File: config.mk
export PLATFORM = sky130hd
export DESIGN_NAME = mem_access_stage
export DESIGN_NICKNAME = d
export VERILOG_FILES = /design/src/rtl/mem_pkg.sv /design/src/rtl/mem_lane_align.sv /design/src/rtl/mem_access_stage.sv
export SDC_FILE = /design/constraint.sdc
export NUM_CORES = 1
export LEC_CHECK = 0
export BUFFER_PORTS_ARGS = -buffer_cell sky130_fd_sc_hd__buf_4
export CAP_MARGIN = 40
export CORE_AREA = 2 2 148 150
export DETAILED_ROUTE_END_ITERATION = 6
export DIE_AREA = 0 0 150 152
export PLACE_DENSITY = 0.73
export SETUP_SLACK_MARGIN = 0.2
export SLEW_MARGIN = 20
export SYNTH_ARGS = -nofsm -noshare
export SYNTH_HDL_FRONTEND = slang
export SYNTH_HIERARCHICAL = 1
export SYNTH_SLANG_ARGS = --single-unit
File: constraint.sdc
create_clock -name clk -period 3.9 [get_ports clk]
set_clock_uncertainty 0.1 [all_clocks]
set_input_delay 0.78 -clock clk [delete_from_list [all_inputs] [get_ports clk]]
set_output_delay 0.78 -clock clk [all_outputs]
set_load 0.01 [all_outputs]
File: src/rtl/mem_pkg.sv
`default_nettype none
// ============================================================================
// mem_pkg : shared encodings for the MEM pipeline stage
// Rev 1.0 : initial release
// ============================================================================
package mem_pkg;

    typedef enum logic [3:0] {
        MEM_NONE = 4'd0,
        MEM_LB   = 4'd1,
        MEM_LBU  = 4'd2,
        MEM_LH   = 4'd3,
        MEM_LHU  = 4'd4,
        MEM_LW   = 4'd5,
        MEM_SB   = 4'd6,
        MEM_SH   = 4'd7,
        MEM_SW   = 4'd8,
        MEM_LL   = 4'd9,
        MEM_SC   = 4'd10
    } mem_op_e;

    localparam logic [1:0] EXCP_NONE        = 2'b00;
    localparam logic [1:0] EXCP_LOAD_ALIGN  = 2'b01;
    localparam logic [1:0] EXCP_STORE_ALIGN = 2'b10;
    localparam logic [1:0] EXCP_BUS         = 2'b11;

    typedef enum logic [1:0] {
        ST_IDLE  = 2'd0,
        ST_BUSY  = 2'd1,
        ST_DONE  = 2'd2,
        ST_DRAIN = 2'd3
    } state_e;

    localparam int NOP_REG_ADDR = 0;

    function automatic logic is_load(mem_op_e op);
        return op inside {MEM_LB, MEM_LBU, MEM_LH, MEM_LHU, MEM_LW, MEM_LL};
    endfunction

    function automatic logic is_store(mem_op_e op);
        return op inside {MEM_SB, MEM_SH, MEM_SW, MEM_SC};
    endfunction

endpackage
`default_nettype wire

File: src/rtl/mem_lane_align.sv
`default_nettype none
// ============================================================================
// mem_lane_align : big-endian byte enables, store replication, load
//                  extraction/extension and misalignment detection
// Rev 1.0 : initial release
// ============================================================================
module mem_lane_align
    import mem_pkg::*;
(
    input  mem_op_e     op,
    input  logic [1:0]  offset,
    input  logic [31:0] store_data,
    input  logic [31:0] rdata,
    output logic [3:0]  sel,
    output logic [31:0] wdata,
    output logic [31:0] load_data,
    output logic        misaligned
);

    logic        is_byte;
    logic        is_half;
    logic [7:0]  lane_b;
    logic [15:0] lane_h;

    always_comb begin
        is_byte = op inside {MEM_LB, MEM_LBU, MEM_SB};
        is_half = op inside {MEM_LH, MEM_LHU, MEM_SH};

        // Offset 0 is the most significant byte on the bus
        case (offset)
            2'd0:    lane_b = rdata[31:24];
            2'd1:    lane_b = rdata[23:16];
            2'd2:    lane_b = rdata[15:8];
            default: lane_b = rdata[7:0];
        endcase
        lane_h = offset[1] ? rdata[15:0] : rdata[31:16];

        if (is_byte) begin
            sel        = 4'b1000 >> offset;
            wdata      = {4{store_data[7:0]}};
            misaligned = 1'b0;
        end else if (is_half) begin
            sel        = offset[1] ? 4'b0011 : 4'b1100;
            wdata      = {2{store_data[15:0]}};
            misaligned = offset[0];
        end else begin
            sel        = 4'b1111;
            wdata      = store_data;
            misaligned = |offset;
        end

        case (op)
            MEM_LB:  load_data = {{24{lane_b[7]}}, lane_b};
            MEM_LBU: load_data = {24'd0, lane_b};
            MEM_LH:  load_data = {{16{lane_h[15]}}, lane_h};
            MEM_LHU: load_data = {16'd0, lane_h};
            default: load_data = rdata;
        endcase
    end

endmodule
`default_nettype wire

File: src/rtl/mem_access_stage.sv
`default_nettype none
// ============================================================================
// mem_access_stage : MEM pipeline stage with req/ack data bus, LL/SC link
//                    bit, misalignment and bus-timeout exceptions
// Rev 1.0 : initial release
// ============================================================================
module mem_access_stage
    import mem_pkg::*;
#(
    parameter int REGADDR_W = 5,
    parameter int ADDR_W    = 32,
    parameter int TIMEOUT   = 255
) (
    input  logic                 clk,
    input  logic                 rst,
    input  logic                 flush_i,
    input  logic [3:0]           mem_op_i,
    input  logic [ADDR_W-1:0]    mem_addr_i,
    input  logic [31:0]          store_data_i,
    input  logic [REGADDR_W-1:0] wd_i,
    input  logic                 wreg_i,
    input  logic [31:0]          wdata_i,
    input  logic                 whilo_i,
    input  logic [31:0]          hi_i,
    input  logic [31:0]          lo_i,
    output logic [REGADDR_W-1:0] wd_o,
    output logic                 wreg_o,
    output logic [31:0]          wdata_o,
    output logic                 whilo_o,
    output logic [31:0]          hi_o,
    output logic [31:0]          lo_o,
    output logic                 stallreq_o,
    output logic [1:0]           excp_o,
    output logic                 bus_req_o,
    output logic                 bus_we_o,
    output logic [ADDR_W-1:0]    bus_addr_o,
    output logic [3:0]           bus_sel_o,
    output logic [31:0]          bus_wdata_o,
    input  logic                 bus_ack_i,
    input  logic [31:0]          bus_rdata_i,
    output logic                 llbit_o
);

    localparam int CNT_W = (TIMEOUT > 0) ? $clog2(TIMEOUT + 1) : 1;

    mem_op_e           op;
    logic              is_ld, is_st, is_mem;
    state_e            state, state_nxt;
    logic [CNT_W-1:0]  wait_cnt;
    logic [31:0]       rdata_q;
    logic              bus_err;
    logic              llbit;
    logic [ADDR_W-1:0] addr_q;
    logic [3:0]        sel_q;
    logic [31:0]       wdata_q;
    logic              we_q;
    logic [ADDR_W-1:0] addr_word;
    logic [3:0]        sel_c;
    logic [31:0]       wdata_c, load_data, mem_result;
    logic              misaligned, sc_fail, launch, timeout_hit, complete;

    assign op        = mem_op_e'(mem_op_i);
    assign is_ld     = is_load(op);
    assign is_st     = is_store(op);
    assign is_mem    = is_ld | is_st;
    assign addr_word = {mem_addr_i[ADDR_W-1:2], 2'b00};
    assign llbit_o   = llbit;

    mem_lane_align u_align (
        .op         (op),
        .offset     (mem_addr_i[1:0]),
        .store_data (store_data_i),
        .rdata      ((state == ST_DONE) ? rdata_q : bus_rdata_i),
        .sel        (sel_c),
        .wdata      (wdata_c),
        .load_data  (load_data),
        .misaligned (misaligned)
    );

    assign mem_result  = (op == MEM_SC) ? 32'd1 : load_data;
    assign sc_fail     = (op == MEM_SC) && !llbit;
    // A flushed instruction must never touch memory
    assign launch      = (state == ST_IDLE) && is_mem && !misaligned && !sc_fail && !flush_i;
    // The launch cycle is the first wait cycle, so the counter starts at 1 in BUSY
    assign timeout_hit = (TIMEOUT != 0) && ((32'(wait_cnt) + 32'd1) >= 32'(TIMEOUT));
    assign complete    = (launch && bus_ack_i) || ((state == ST_DONE) && !bus_err);

    always_ff @(posedge clk) begin
        if (rst) begin
            state    <= ST_IDLE;
            wait_cnt <= '0;
            rdata_q  <= '0;
            bus_err  <= 1'b0;
            llbit    <= 1'b0;
            addr_q   <= '0;
            sel_q    <= '0;
            wdata_q  <= '0;
            we_q     <= 1'b0;
        end else begin
            state <= state_nxt;
            if (launch) begin
                addr_q   <= addr_word;
                sel_q    <= sel_c;
                wdata_q  <= wdata_c;
                we_q     <= is_st;
                wait_cnt <= CNT_W'(1);
                bus_err  <= 1'b0;
            end else if ((state == ST_BUSY || state == ST_DRAIN) && !bus_ack_i
                         && wait_cnt != '1) begin
                wait_cnt <= wait_cnt + CNT_W'(1);
            end
            if (state == ST_BUSY && !flush_i) begin
                if (bus_ack_i)
                    rdata_q <= bus_rdata_i;
                else if (timeout_hit)
                    bus_err <= 1'b1;
            end
            if (flush_i)
                llbit <= 1'b0;
            else if (complete && op == MEM_LL)
                llbit <= 1'b1;
            else if (complete && op == MEM_SC)
                llbit <= 1'b0;
        end
    end

    always_comb begin
        state_nxt   = state;
        wd_o        = wd_i;
        wreg_o      = wreg_i;
        wdata_o     = wdata_i;
        whilo_o     = whilo_i;
        hi_o        = hi_i;
        lo_o        = lo_i;
        stallreq_o  = 1'b0;
        excp_o      = EXCP_NONE;
        bus_req_o   = 1'b0;
        bus_we_o    = we_q;
        bus_addr_o  = addr_q;
        bus_sel_o   = sel_q;
        bus_wdata_o = wdata_q;

        case (state)
            ST_IDLE: begin
                bus_we_o    = is_st;
                bus_addr_o  = addr_word;
                bus_sel_o   = sel_c;
                bus_wdata_o = wdata_c;
                if (is_mem && misaligned) begin
                    wreg_o = 1'b0;
                    excp_o = is_st ? EXCP_STORE_ALIGN : EXCP_LOAD_ALIGN;
                end else if (sc_fail) begin
                    wdata_o = 32'd0;
                end else if (launch) begin
                    bus_req_o = 1'b1;
                    if (bus_ack_i) begin
                        if (is_ld || op == MEM_SC)
                            wdata_o = mem_result;
                    end else begin
                        stallreq_o = 1'b1;
                        wreg_o     = 1'b0;
                        state_nxt  = ST_BUSY;
                    end
                end
            end
            ST_BUSY: begin
                bus_req_o = 1'b1;
                wreg_o    = 1'b0;
                if (flush_i) begin
                    state_nxt = (bus_ack_i || timeout_hit) ? ST_IDLE : ST_DRAIN;
                end else begin
                    stallreq_o = 1'b1;
                    if (bus_ack_i || timeout_hit)
                        state_nxt = ST_DONE;
                end
            end
            ST_DONE: begin
                if (is_ld || op == MEM_SC)
                    wdata_o = mem_result;
                if (bus_err) begin
                    wreg_o = 1'b0;
                    excp_o = EXCP_BUS;
                end
                state_nxt = ST_IDLE;
            end
            ST_DRAIN: begin
                bus_req_o = 1'b1;
                wreg_o    = 1'b0;
                whilo_o   = 1'b0;
                if (bus_ack_i || timeout_hit)
                    state_nxt = ST_IDLE;
            end
            default: state_nxt = ST_IDLE;
        endcase

        if (flush_i) begin
            wreg_o  = 1'b0;
            whilo_o = 1'b0;
        end
        if (excp_o != EXCP_NONE)
            whilo_o = 1'b0;

        if (rst) begin
            state_nxt   = ST_IDLE;
            wd_o        = REGADDR_W'(NOP_REG_ADDR);
            wreg_o      = 1'b0;
            wdata_o     = '0;
            whilo_o     = 1'b0;
            hi_o        = '0;
            lo_o        = '0;
            stallreq_o  = 1'b0;
            excp_o      = EXCP_NONE;
            bus_req_o   = 1'b0;
            bus_we_o    = 1'b0;
            bus_addr_o  = '0;
            bus_sel_o   = '0;
            bus_wdata_o = '0;
        end
    end

endmodule
`default_nettype wire

==> summary.txt <==
=========================================================================================
Antenna violations before repair                                                        1
Crit share post-route                                                               0.981
Setup repair after global routing missed its margin                                  true
Reported max-cap violation count                                                        0
Max Fclk                                                                          261 MHz
Cell Rows                                                                              54
CTS Hold Buffers Added                                                                  0
Drt total wl                                                                     32300 um
Number of max-slew violations in the final report                                       0
Switching fraction of total power                                                   0.323
Routed Antenna Nets                                                                     0
Ys Warns                                                                                6
Clock insertion delay at the later pin of the skew report                         0.35 ns
Die Y-Extent                                                                       152 um
Number of ports placed on the die boundary                                            384
Post-synth top flop                                                               dfxtp_1
Proportion of register bits with asynchronous set or reset after synthesis              0
Sequential cell fraction of total power                                             0.369
Kind of path behind the tightest hold check                                    reg -> reg
Origin of the worst min-delay path                                            rdata_q[16]
Core utilization of the finished layout                                             0.584
Number of nets in the layout                                                         1772
Count of flip-flops with a built-in enable after synthesis                              0
Worst path arrival time                                                           2.94 ns
Final-report hold violation count                                                       0
Starting density of the core                                                        0.403
Placed wire-length estimate                                                      22700 um
Placer congestion estimate                                                          0.935
Area growth syn-to-layout                                                           44.9%
Number of buffers created by CTS                                                        9
Total of flip-flops plus latches after synthesis                                      111
Horizontal die dimension                                                           150 um
CTS sink cnt                                                                          111
Vias after detailed routing                                                         10200
Number of global-route vias before repair                                            9391
Time the final worst path needs with I/O delays and setup                         3.82 ns
Reg-to-reg critical path endpoint                                                 llbit_o
H-tree levels                                                                           3
Compound-Gate Fraction of Synth Area                                                0.250
Transition time of the tightest slew-check pin                                   0.754 ns
Share of synthesized area occupied by flip-flops and latches                        0.258
Cell area power density                                                       258 mW/mm^2
Drt first pass iters                                                                    5
TritonCTS clock tree                                                                  yes
Clock transition at the registers of the reported paths                           0.08 ns
Core Footprint                                                                0.0214 mm^2
Path depth of the worst reg2reg path                                                    6
Cell at the root of the clock tree                                              clkbuf_16
Hold Path End                                                                 rdata_q[16]
Setup-failing EPs final                                                                 0
Iteration-0 DRC count of the detailed router                                          887
Global-route wire length before repair                                           49600 um
Layout cell share with drive strength beyond 1                                      0.354
Clock Tree Buf Depth                                                                    2
Main combinational cell family by area after synthesis                       simple AND/OR/NAND/NOR gates
Via count normalized by instance count                                               5.52
Proportion of power drawn by the clock network                                      0.287
Xor/xnor share of the synthesized area                                            0.00814
Worst reg2reg startpoint                                                         state[0]
DRC viols                                                                               0
Combinational share of power                                                        0.345
Max-slew headroom                                                                   0.498
Worst setup SP type                                                              register
Crit path max fanout                                                                    8
Count of distinct cell types in the synthesized netlist                                72
Portion of synthesized cell area occupied by the leading cell type                  0.258
Internal cell power                                                             0.00218 W
Required @ worst endpoint                                                         3.02 ns
Number of buffers added on ports                                                      381
Per-cell routed wire length                                                       17.4 um
GRT Resource Usage Total                                                            0.269
Number of cells on the worst hold path                                                  2
Number of filler cells placed in the layout                                          1974
Average size of a mapped cell                                                   6.98 um^2
Worst voltage drop across the vdd grid                                         0.000174 V
Path type of the worst setup path                                              reg -> out
Mux contribution to synthesized area                                                0.113
Endpoint class of the critical path                                            output pin
Reg2Reg Setup Slack                                                               1.88 ns
Top area cells in the synthesized netlist                                    dfxtp_1 26%, nand2_1 17%, a21oi_1 10%
Commonest cells after routing, fill and taps aside                           389 x buf_4, 384 x nand2_1, 173 x a21oi_1
Die ar.                                                                       0.0228 mm^2
Pin count of the biggest net entering global routing                                   73
Switching power of the nets                                                     0.00104 W
Static leakage power                                                              5.63 nW
Adder-cell share of the synthesized area                                          0.00291
Area share of and/or/nand/nor cells after synthesis                                 0.295
Post-synthesis cell count                                                            1234
Result of the run                                                               completed
Congestion Overflow GR                                                                  0
Cell area after synthesis                                                    0.00861 mm^2
Hold Worst Slack                                                                 0.356 ns
Cell type with the highest aggregate area in the netlist                          dfxtp_1
Most frequent standard cell in the layout excluding fill and tap cells              buf_4
=========================================================================================
## worst max-delay path by stage
stage / start / endpoint / slack [ns] / cells past startpoint
3_3_place_gp: mem_op_i[0] / wdata_o[30] / 0.14 / 11
3_5_place_dp: mem_op_i[0] / wdata_o[30] / 0.09 / 11
2_1_floorplan: state[0] / wdata_o[2] / 0.27 / 11
5_1_grt: state[0] / wdata_o[0] / -0.03 / 12
4_1_cts: state[0] / wdata_o[3] / 0.09 / 12
6_report: state[0] / wdata_o[0] / 0.08 / 12
## cell type report
| class | instances | area (um^2) | share of cell area |
|---|---|---|---|
| inverters | 8 | 32.5 | 0.00261 |
| multi-input cells | 995 | 5970 | 0.478 |
| clock buffers | 10 | 229 | 0.0184 |
| diodes | 1 | 2.50 | 0.000201 |
| repair buffers | 438 | 3610 | 0.289 |
| flip-flops and latches | 111 | 2220 | 0.178 |
| well taps | 280 | 350 | 0.0281 |
| clock inverters | 6 | 61.3 | 0.00492 |
## routing by layer
| layer | part of all wire | vias to the layer above | wire length, um | track usage |
|---|---|---|---|---|
| met4 | 0.028 | 0 | 917 | 0.0957 |
| met5 | 0 | - | 0 | 0 |
| met1 | 0.40 | 4796 | 12800 | 0.345 |
| met3 | 0.075 | 53 | 2420 | 0.0363 |
| met2 | 0.50 | 459 | 16100 | 0.459 |
| li1 | - | 4896 | - | - |
## power groups by stage
stage | sequential [W] | clock [W] | combinational (W)
after floorplan | 0.00121 | 0 | 0.000571
after global placement | 0.00121 | 0 | 0.00103
after detailed placement | 0.00121 | 0 | 0.00104
after CTS | 0.00118 | 0.000949 | 0.00108
after global routing | 0.00119 | 0.000990 | 0.00119
final | 0.00119 | 0.000921 | 0.00111
## state kept, by name (all words and copies together) (netlist names)
signal,cells
state,2
addr_q,30
bus_err,1
sel_q,4
llbit_o,1
rdata_q,32
wdata_q,32
we_q,1
wait_cnt,8
## what timing repair did
item | 4_1_cts | 5_1_grt
setup endpoints to repair | 32 | 32
hold endpoints to repair | 0 | 0
pin swaps | 25 | 32
gates cloned | 5 | 0
resized for setup | 53 | 34
buffers inserted | 15 | 2
## synth_stat cells (all sizes together), types with 14 or more instances
cell and n:
mux2i 34, a221o 16, a21oi 175, buf 57
mux2 42, nand2 386, nor2b 71, o21ai 22
o221a 40, clkbuf 64, nor2 60, a21o 22
dfxtp 111, nor3 14, and3 14
## through the flow
stage	std cells	total power [W]	setup WS (ns)	setup TNS (ns)	instance area, um^2
5_1_grt	1849	0.00337	-0.0284	-0.0383	12500
6_report	1849	0.00321	0.0751	0	12500
3_5_place_dp	1810	0.00225	0.0900	0	11600
3_3_place_gp	1810	0.00224	0.140	0	11600
4_1_cts	1846	0.00321	0.0853	0	12300
2_1_floorplan	1235	0.00178	0.273	0	8610
## worst max-delay path, cell delays in order, from the launching register on
cell,delay (ns)
dfxtp_2,0.34
inv_4,0.07
nand2_8,0.08
buf_12,0.14
buf_16,0.15
mux2_4,0.31
mux4_2,0.48
and3_4,0.18
a221o_1,0.26
mux2i_1,0.12
nand2_1,0.10
o221a_1,0.23
buf_6,0.12
## kinds of logic (layout without fill, tap and decap cells)
logic type,count (synthesis),count (layout)
muxes,83,83
xor gates and xnor gates,8,8
DFF,111,111
and+or+nand+nor,581,581
adders and majority gates,2,2
AOI/OAI and AO/OA,319,319
other,1,3
buffers and inverters,129,462
Power figures use the tool's default switching activity.
